File: src/rtl/dm_resp_pkg.sv
// Shared types and field positions for the S2MM command responder:
// FSM states, command/status bit layout and the decoded command struct.
package dm_resp_pkg;

    typedef enum logic [2:0] {
        ST_IDLE,
        ST_CHECK,
        ST_DATA,
        ST_DRAIN,
        ST_STS
    } state_e;

    localparam int TAG_MSB   = 67;
    localparam int TAG_LSB   = 64;
    localparam int SADDR_MSB = 63;
    localparam int SADDR_LSB = 32;
    localparam int BTT_MSB   = 22;
    localparam int BTT_LSB   = 0;

    localparam int OKAY_BIT   = 7;
    localparam int SLVERR_BIT = 6;
    localparam int DECERR_BIT = 5;
    localparam int INTERR_BIT = 4;

    typedef struct packed {
        logic [3:0]  tag;
        logic [31:0] saddr;
        logic [22:0] btt;
    } cmd_t;

    // One-hot status byte with only the given result bit set.
    function automatic logic [7:0] sts_bit(input int b);
        logic [7:0] v;
        v    = '0;
        v[b] = 1'b1;
        return v;
    endfunction

endpackage

File: src/rtl/dm_s2mm_cmd_responder.sv
// DataMover S2MM command/status responder: takes one command, writes BTT bytes
// from the stream to memory, returns a tagged status. Optional DM_RESP_TLAST_CHECK_EN.
module dm_s2mm_cmd_responder
    import dm_resp_pkg::*;
#(
    parameter int          DATA_BYTES = 8,
    parameter logic [32:0] MEM_BYTES  = 33'h0_1000_0000
) (
    input  logic                    clk,
    input  logic                    reset,
    input  logic [71:0]             s_cmd_tdata,
    input  logic                    s_cmd_tvalid,
    output logic                    s_cmd_tready,
    output logic [7:0]              m_sts_tdata,
    output logic                    m_sts_tkeep,
    output logic                    m_sts_tlast,
    output logic                    m_sts_tvalid,
    input  logic                    m_sts_tready,
    input  logic [8*DATA_BYTES-1:0] s_axis_tdata,
    input  logic                    s_axis_tlast,
    input  logic                    s_axis_tvalid,
    output logic                    s_axis_tready,
    output logic [31:0]             mem_addr,
    output logic [8*DATA_BYTES-1:0] mem_wdata,
    output logic                    mem_we,
    input  logic                    mem_ready,
    output logic                    busy
);

    localparam int          OFS  = $clog2(DATA_BYTES);
    localparam logic [31:0] STEP = 32'(DATA_BYTES);

    state_e      r_state;
    state_e      w_next;
    cmd_t        r_cmd;
    cmd_t        w_cmd;
    logic [31:0] r_addr;
    logic [22:0] r_beats;
    logic [7:0]  r_sts;
    logic        r_tl_err;

    logic [7:0]  w_sts;
    logic [32:0] w_end;
    logic        w_oob;
    logic        w_bad_cmd;
    logic        w_last;
    logic        w_xfer;
    logic        w_tl_bad;
    logic        w_done_err;
    logic        w_unused;

    assign w_cmd = '{tag:   s_cmd_tdata[TAG_MSB:TAG_LSB],
                     saddr: s_cmd_tdata[SADDR_MSB:SADDR_LSB],
                     btt:   s_cmd_tdata[BTT_MSB:BTT_LSB]};

    // 33-bit end address so a transfer wrapping past 4 GiB is out of range too.
    assign w_end     = {1'b0, r_cmd.saddr} + {10'b0, r_cmd.btt};
    assign w_oob     = w_end > MEM_BYTES;
    assign w_bad_cmd = (r_cmd.btt == '0) || (r_cmd.btt[OFS-1:0] != '0) ||
                       (r_cmd.saddr[OFS-1:0] != '0);
    assign w_last    = (r_beats == 23'd1);
    assign w_xfer    = ((r_state == ST_DATA) && s_axis_tvalid && mem_ready) ||
                       ((r_state == ST_DRAIN) && s_axis_tvalid);

`ifdef DM_RESP_TLAST_CHECK_EN
    assign w_tl_bad = w_xfer && (s_axis_tlast != w_last);
`else
    assign w_tl_bad = 1'b0;
`endif
    assign w_done_err = r_tl_err || w_tl_bad;
    assign w_unused   = ^{s_cmd_tdata[71:68], s_cmd_tdata[31:23], s_axis_tlast};

    always_comb begin
        w_next        = r_state;
        w_sts         = r_sts;
        s_cmd_tready  = 1'b0;
        m_sts_tvalid  = 1'b0;
        s_axis_tready = 1'b0;
        mem_we        = 1'b0;
        case (r_state)
            ST_IDLE: begin
                s_cmd_tready = !reset;
                if (s_cmd_tvalid) begin
                    w_next = ST_CHECK;
                end
            end
            ST_CHECK: begin
                if (w_bad_cmd) begin
                    w_next = ST_STS;
                    w_sts  = sts_bit(INTERR_BIT);
                end else if (w_oob) begin
                    w_next = ST_DRAIN;
                end else begin
                    w_next = ST_DATA;
                end
            end
            ST_DATA: begin
                s_axis_tready = mem_ready;
                mem_we        = s_axis_tvalid && mem_ready;
                if (w_xfer && w_last) begin
                    w_next = ST_STS;
                    w_sts  = w_done_err ? sts_bit(INTERR_BIT) : sts_bit(OKAY_BIT);
                end
            end
            ST_DRAIN: begin
                s_axis_tready = 1'b1;
                if (w_xfer && w_last) begin
                    w_next = ST_STS;
                    w_sts  = w_done_err ? sts_bit(INTERR_BIT) : sts_bit(DECERR_BIT);
                end
            end
            ST_STS: begin
                m_sts_tvalid = 1'b1;
                if (m_sts_tready) begin
                    w_next = ST_IDLE;
                end
            end
            default: w_next = ST_IDLE;
        endcase
    end

    always_ff @(posedge clk) begin
        if (reset) begin
            r_state  <= ST_IDLE;
            r_cmd    <= '0;
            r_addr   <= '0;
            r_beats  <= '0;
            r_sts    <= '0;
            r_tl_err <= 1'b0;
        end else begin
            r_state <= w_next;
            r_sts   <= w_sts;
            if ((r_state == ST_IDLE) && s_cmd_tvalid) begin
                r_cmd    <= w_cmd;
                r_addr   <= w_cmd.saddr;
                r_tl_err <= 1'b0;
            end
            if (r_state == ST_CHECK) begin
                r_beats <= r_cmd.btt >> OFS;
            end
            if (w_xfer) begin
                r_addr  <= r_addr + STEP;
                r_beats <= r_beats - 23'd1;
                if (w_tl_bad) begin
                    r_tl_err <= 1'b1;
                end
            end
        end
    end

    assign m_sts_tdata = r_sts | {4'h0, r_cmd.tag};
    assign m_sts_tkeep = 1'b1;
    assign m_sts_tlast = 1'b1;
    assign mem_addr    = r_addr;
    assign mem_wdata   = s_axis_tdata;
    assign busy        = (r_state != ST_IDLE);

endmodule

File: config.mk
export PLATFORM = sky130hd
export DESIGN_NAME = dm_s2mm_cmd_responder
export DESIGN_NICKNAME = d
export VERILOG_FILES = /design/src/rtl/dm_resp_pkg.sv /design/src/rtl/dm_s2mm_cmd_responder.sv
export SDC_FILE = /design/constraint.sdc
export NUM_CORES = 1
export LEC_CHECK = 0
export ABC_AREA = 1
export CAP_MARGIN = 20
export CORE_MARGIN = 4
export CORE_UTILIZATION = 53
export CTS_BUF_LIST = sky130_fd_sc_hd__clkbuf_8
export DETAILED_ROUTE_END_ITERATION = 7
export HOLD_SLACK_MARGIN = 0.03
export PLACE_DENSITY = 0.87
export SYNTH_ARGS = -nofsm -noshare
export SYNTH_HDL_FRONTEND = slang
export SYNTH_SLANG_ARGS = --single-unit
File: constraint.sdc
create_clock -name clk -period 6.7 [get_ports clk]
set_input_delay 2.01 -clock clk [delete_from_list [all_inputs] [get_ports clk]]
set_output_delay 2.01 -clock clk [all_outputs]
set_load 0.02 [all_outputs]
=== After elaboration in Yosys (flattened, before gate mapping) ===
Cells that the tools add are included.
W data, S select, Z words.

* $add $sub $neg: 3
* Order comparisons: 1
* Equal/unequal tests: 11
* Multiplexer cells: 18
* Bitwise gates (word level): 1
* Reduce and logical (&&, ||, !) cells: 21

{| class="wikitable"
|+ Operators by type and width
! operator !! count
|-
| $mux W32 || 2
|-
| $mux W23 || 2
|-
| $add A32 B23 Y33 || 1
|-
| $gt A33 B29 Y1 const B || 1
|-
| $add A32 B4 Y32 const B || 1
|-
| $mux W8 || 3
|-
| $pmux W8 S3 || 1
|-
| $eq A23 B1 Y1 const B || 1
|-
| $logic_not A23 Y1 || 1
|-
| $sub A23 B1 Y23 const B || 1
|-
| $mux W3 || 4
|-
| $pmux W3 S4 || 1
|-
| $reduce_bool A3 Y1 || 4
|-
| $or A8 B4 Y8 || 1
|-
| $eq A3 B2 Y1 const B || 2
|-
| $logic_and A1 B1 Y1 || 6
|-
| $ne A2 B1 Y1 const B || 3
|-
| $ne A2 B2 Y1 const B || 3
|-
| $mux W1 || 4
|-
| $reduce_and A4 Y1 || 1
|-
| $reduce_bool A2 Y1 || 2
|-
| $eq A3 B1 Y1 const B || 1
|-
| $eq A3 B3 Y1 const B || 1
|-
| $logic_not A3 Y1 || 1
|-
| 5 further kinds || 7
|}

* Register bits after elaboration: 125
* Logic and storage cells: 62

=== Logic depth before layout (Yosys ltp) ===
* Depth after elaboration: 7
* Gate-level depth with buffers: 20
* Mapped depth without buffers: 20

=== Worst setup path before layout ===
OpenSTA, ideal clock, no wires.

* Path type: input-to-output
* Start point: input port reset
* End point: output port s_cmd_tready
* Arrival time: 2,706 ps
* Slack: 1,984 ps
* Cell stages on the path: 3
* Cell sequence: clkbuf_1 > clkbuf_1 > nor2_1

* Cells in the longest elaborated chain, start to end: 2

{| class="wikitable"
|+ RTL lines
! element !! line !! RTL
|-
| start: declaration || dm_s2mm_cmd_responder.sv:10 || <nowiki>input logic reset,</nowiki>
|-
| $logic_not A1 Y1 || dm_s2mm_cmd_responder.sv:82 || <nowiki>s_cmd_tready = !reset;</nowiki>
|-
| $mux W1 || dm_s2mm_cmd_responder.sv:80 || <nowiki>case (r_state)</nowiki>
|-
| end: declaration || dm_s2mm_cmd_responder.sv:13 || <nowiki>output logic s_cmd_tready,</nowiki>
|}

Every way passes these cells.

=== Worst setup path after layout ===
* Start point: input port mem_ready
* End point: output port s_axis_tready

* Cells in the longest elaborated chain, start to end: 1

{| class="wikitable"
|+ RTL lines
! element !! line !! RTL
|-
| start: declaration || dm_s2mm_cmd_responder.sv:26 || <nowiki>input logic mem_ready,</nowiki>
|-
| $pmux W1 S2 || dm_s2mm_cmd_responder.sv:80 ||
|-
| end: declaration || dm_s2mm_cmd_responder.sv:22 || <nowiki>output logic s_axis_tready,</nowiki>
|}

Every way passes these cells.

==> run_results.csv <==
group,metric,value,unit
critical_path,arrival,3.30,ns
sta,setup_viol,0,
cts,cts_buffers,17,
placement,dp_hpwl,16910,µm
finish,areaGrowthSynthToFinish,13.66,%
drt,drc_errors,0,
critical_path,critical_path_required,4.69,ns
global_routing,use_met2,0.4015,
sta,tns,0,ns
synthesis,synth_top_cell_by_area,"dfxtp_1",
synthesis,synth_top_area_share,0.2876,
drt,dr.pass1.iters,5,
drt,drt_wl_total,22540,µm
global_routing,grt_pass1_vias,8056,
floorplan,rows,45,
floorplan,fp.dieArea,0.01784,mm²
global_routing,grt_max_degree,83,
power,p_total,3.343,mW
finish,num_antenna_cells,0,
drt,postRouteAntennaNets,0,
placement,port_buffers,108,
cts,h-tree-depth,4,
sta,timing.fmax,0.1883,GHz
critical_path,startpoint,"mem_ready",
drt,drt_iter0_drc,785,
global_routing,top_usage_layer,"met2",
drt,avgViaCountPerCell,5.390,
synthesis,syn_area,0.008354,mm²
global_routing,met1_usage,0.3277,
finish,finalNetCount,1534,
sta,rsz0062_at_grt,"no",
synthesis,ys_seq_area_frac,0.2876,
synthesis,synthCells,1336,
finish,fillers,1416,
sta,worst_clock_skew,0.01203,ns
run_status,outcome,"complete, no violations",
critical_path,worst-path-max-fanout,2,
power,power_density,352.0,mW/mm²
floorplan,dieWidth,133.6,µm
hold_path,hold_path.class,"flip-flop to flip-flop",
placement,gp_congestion,0.9574,
sta,finalWorstSetupSlack,1.388,ns
synthesis,ys_top_cells_by_area,"dfxtp_1 (29%), nand2_1 (18%), inv_1 (7.7%)",
drt,vias,8559,
global_routing,grt_use_met3,0.06042,
cts,post-cts-setup-buffers,0,
finish,fin_area,0.009495,mm²
drt,wire_per_inst,14.20,µm
cts,cts_tree,"yes",
placement,preCtsSetupSlack,1.367,ns
sta,tightest_slew,0.9391,ns
critical_path,crit_type,"input pin to output port",
sta,min_period,5.312,ns
synthesis,async_flop_share,0,
synthesis,synth.ff_latch_count,120,
power,p_leak,4.276,nW
finish,layout-drive-gt1-share,0.06826,
cts,hold_buffers,0,
critical_path,r2r_start,"r_state[1]",
synthesis,synth_common_cells,"nand2_1 (410), inv_1 (171), dfxtp_1 (120)",
floorplan,initial_utilization,0.5455,
cts,clk_latency,0.46,ns
synthesis,yosysUniqueCellTypes,48,
floorplan,core_area,0.01531,mm²
global_routing,grt_usage,0.2540,
synthesis,synth_edf_count,0,
sta,finalCritPeriodShare,0.7928,
cts,cts-root-buf,"clkbuf_8",
global_routing,antenna_found_initial,0,
sta,hold-worst-slack,0.4679,ns
run,maxCapViolations,0,
power,vdd_drop_max,0.0002891,V
cts,clk_pin_slew_worst_paths,0.08,ns
global_routing,gr-total-overflow,0,
sta,relSlewSlack,0.3732,
placement,place_area,0.009076,mm²
global_routing,grt_pass1_wl,37400,µm
critical_path,startpoint_type,"input pin",
sta,finalHoldViolCount,0,
synthesis,avgSynthCellArea,6.253,µm²
hold_path,hold_start,"mem_addr[2]",
floorplan,io_pins,254,
floorplan,die_y,133.6,µm
synthesis,ys.flop_type,"dfxtp_1",
cts,cts.sinks,120,
critical_path,end_kind,"output port",
sta,drv_slew,0,
synthesis,ys_warn_count,0,
synthesis,yosysMostFrequentCell,"nand2_1",
cts,cts_resized,0,
cts,cts_buffer_depth,2,
per-layer routing:
layer | wire (µm) | vias to the layer above | share of wire
met5 | 0 | - | 0
li1 | - | 4259 | -
met2 | 9987 | 373 | 0.44
met3 | 1798 | 74 | 0.080
met1 | 9963 | 3853 | 0.44
met4 | 795 | 0 | 0.035
report_power, final:
part	internal (mW)	switching, mW	leakage [nW]	total [mW]
combinational	0.577	1.01	3.09	1.59
clock	0.351	0.342	0.205	0.693
sequential	0.878	0.184	0.983	1.06
total	1.81	1.54	4.28	3.34
cell families after synthesis:
family	Yosys count	synth area share
compound gates	205	0.1363
xor+xnor	23	0.02501
fa+ha+maj	27	0.04134
buf+inv	295	0.1653
flops	120	0.2876
other cells	2	0.0008989
simple gates	664	0.3436
worst max-delay path, cell delays in order:
cell and delay (ns):
clkdlybuf4s50_1 0.46, inv_1 0.06, a21oi_2 0.14, clkdlybuf4s50_1 0.63
worst paths after layout:
check / endpoint / slack [ns] / cells past startpoint
setup / recovery: s_axis_tready / 1.39 / 4
hold / removal: mem_addr[2] / 0.47 / 2
setup reg to reg: r_beats[8] / 3.94 / 11
hold reg to reg: mem_addr[2] / 0.47 / 2
flip-flops by register name, indices dropped and copies added (netlist names):
| name | cells |
|---|---|
| r_sts | 3 |
| r_beats | 23 |
| r_state | 3 |
| mem_addr | 32 |
| r_cmd | 59 |
layout make-up:
type / count / area, µm² / area share
Multi-Input combinational cell: 922 / 4579 / 0.4823
Sequential cell: 120 / 2402 / 0.2530
Timing Repair Buffer: 116 / 1136 / 0.1196
Inverter: 187 / 701.9 / 0.07392
Tap cell: 211 / 264.0 / 0.02780
Clock buffer: 18 / 247.7 / 0.02609
Clock inverter: 14 / 163.9 / 0.01726
through the flow:
stage / util / instances
6_report: 0.6200 / 1588
2_1_floorplan: - / 1337
3_5_place_dp: 0.5926 / 1555
3_3_place_gp: 0.5926 / 1555
4_1_cts: 0.6195 / 1587
5_1_grt: 0.6200 / 1588
placed cells by master, fill, tap and decap left out, drive strengths merged, types with 5 or more instances in the layout:
master	n
nand3	76
nand2	417
nor4	11
o21ai	41
xor2	18
a31oi	23
a21oi	111
nand4	16
xnor2	5
nor3	17
nor2	114
or2	5
clkbuf	18
inv	194
ha	26
nand3b	7
dfxtp	120
buf	9
clkdlybuf4s50	107
o211ai	9
No activity file was read; power rests on OpenSTA's default activity.
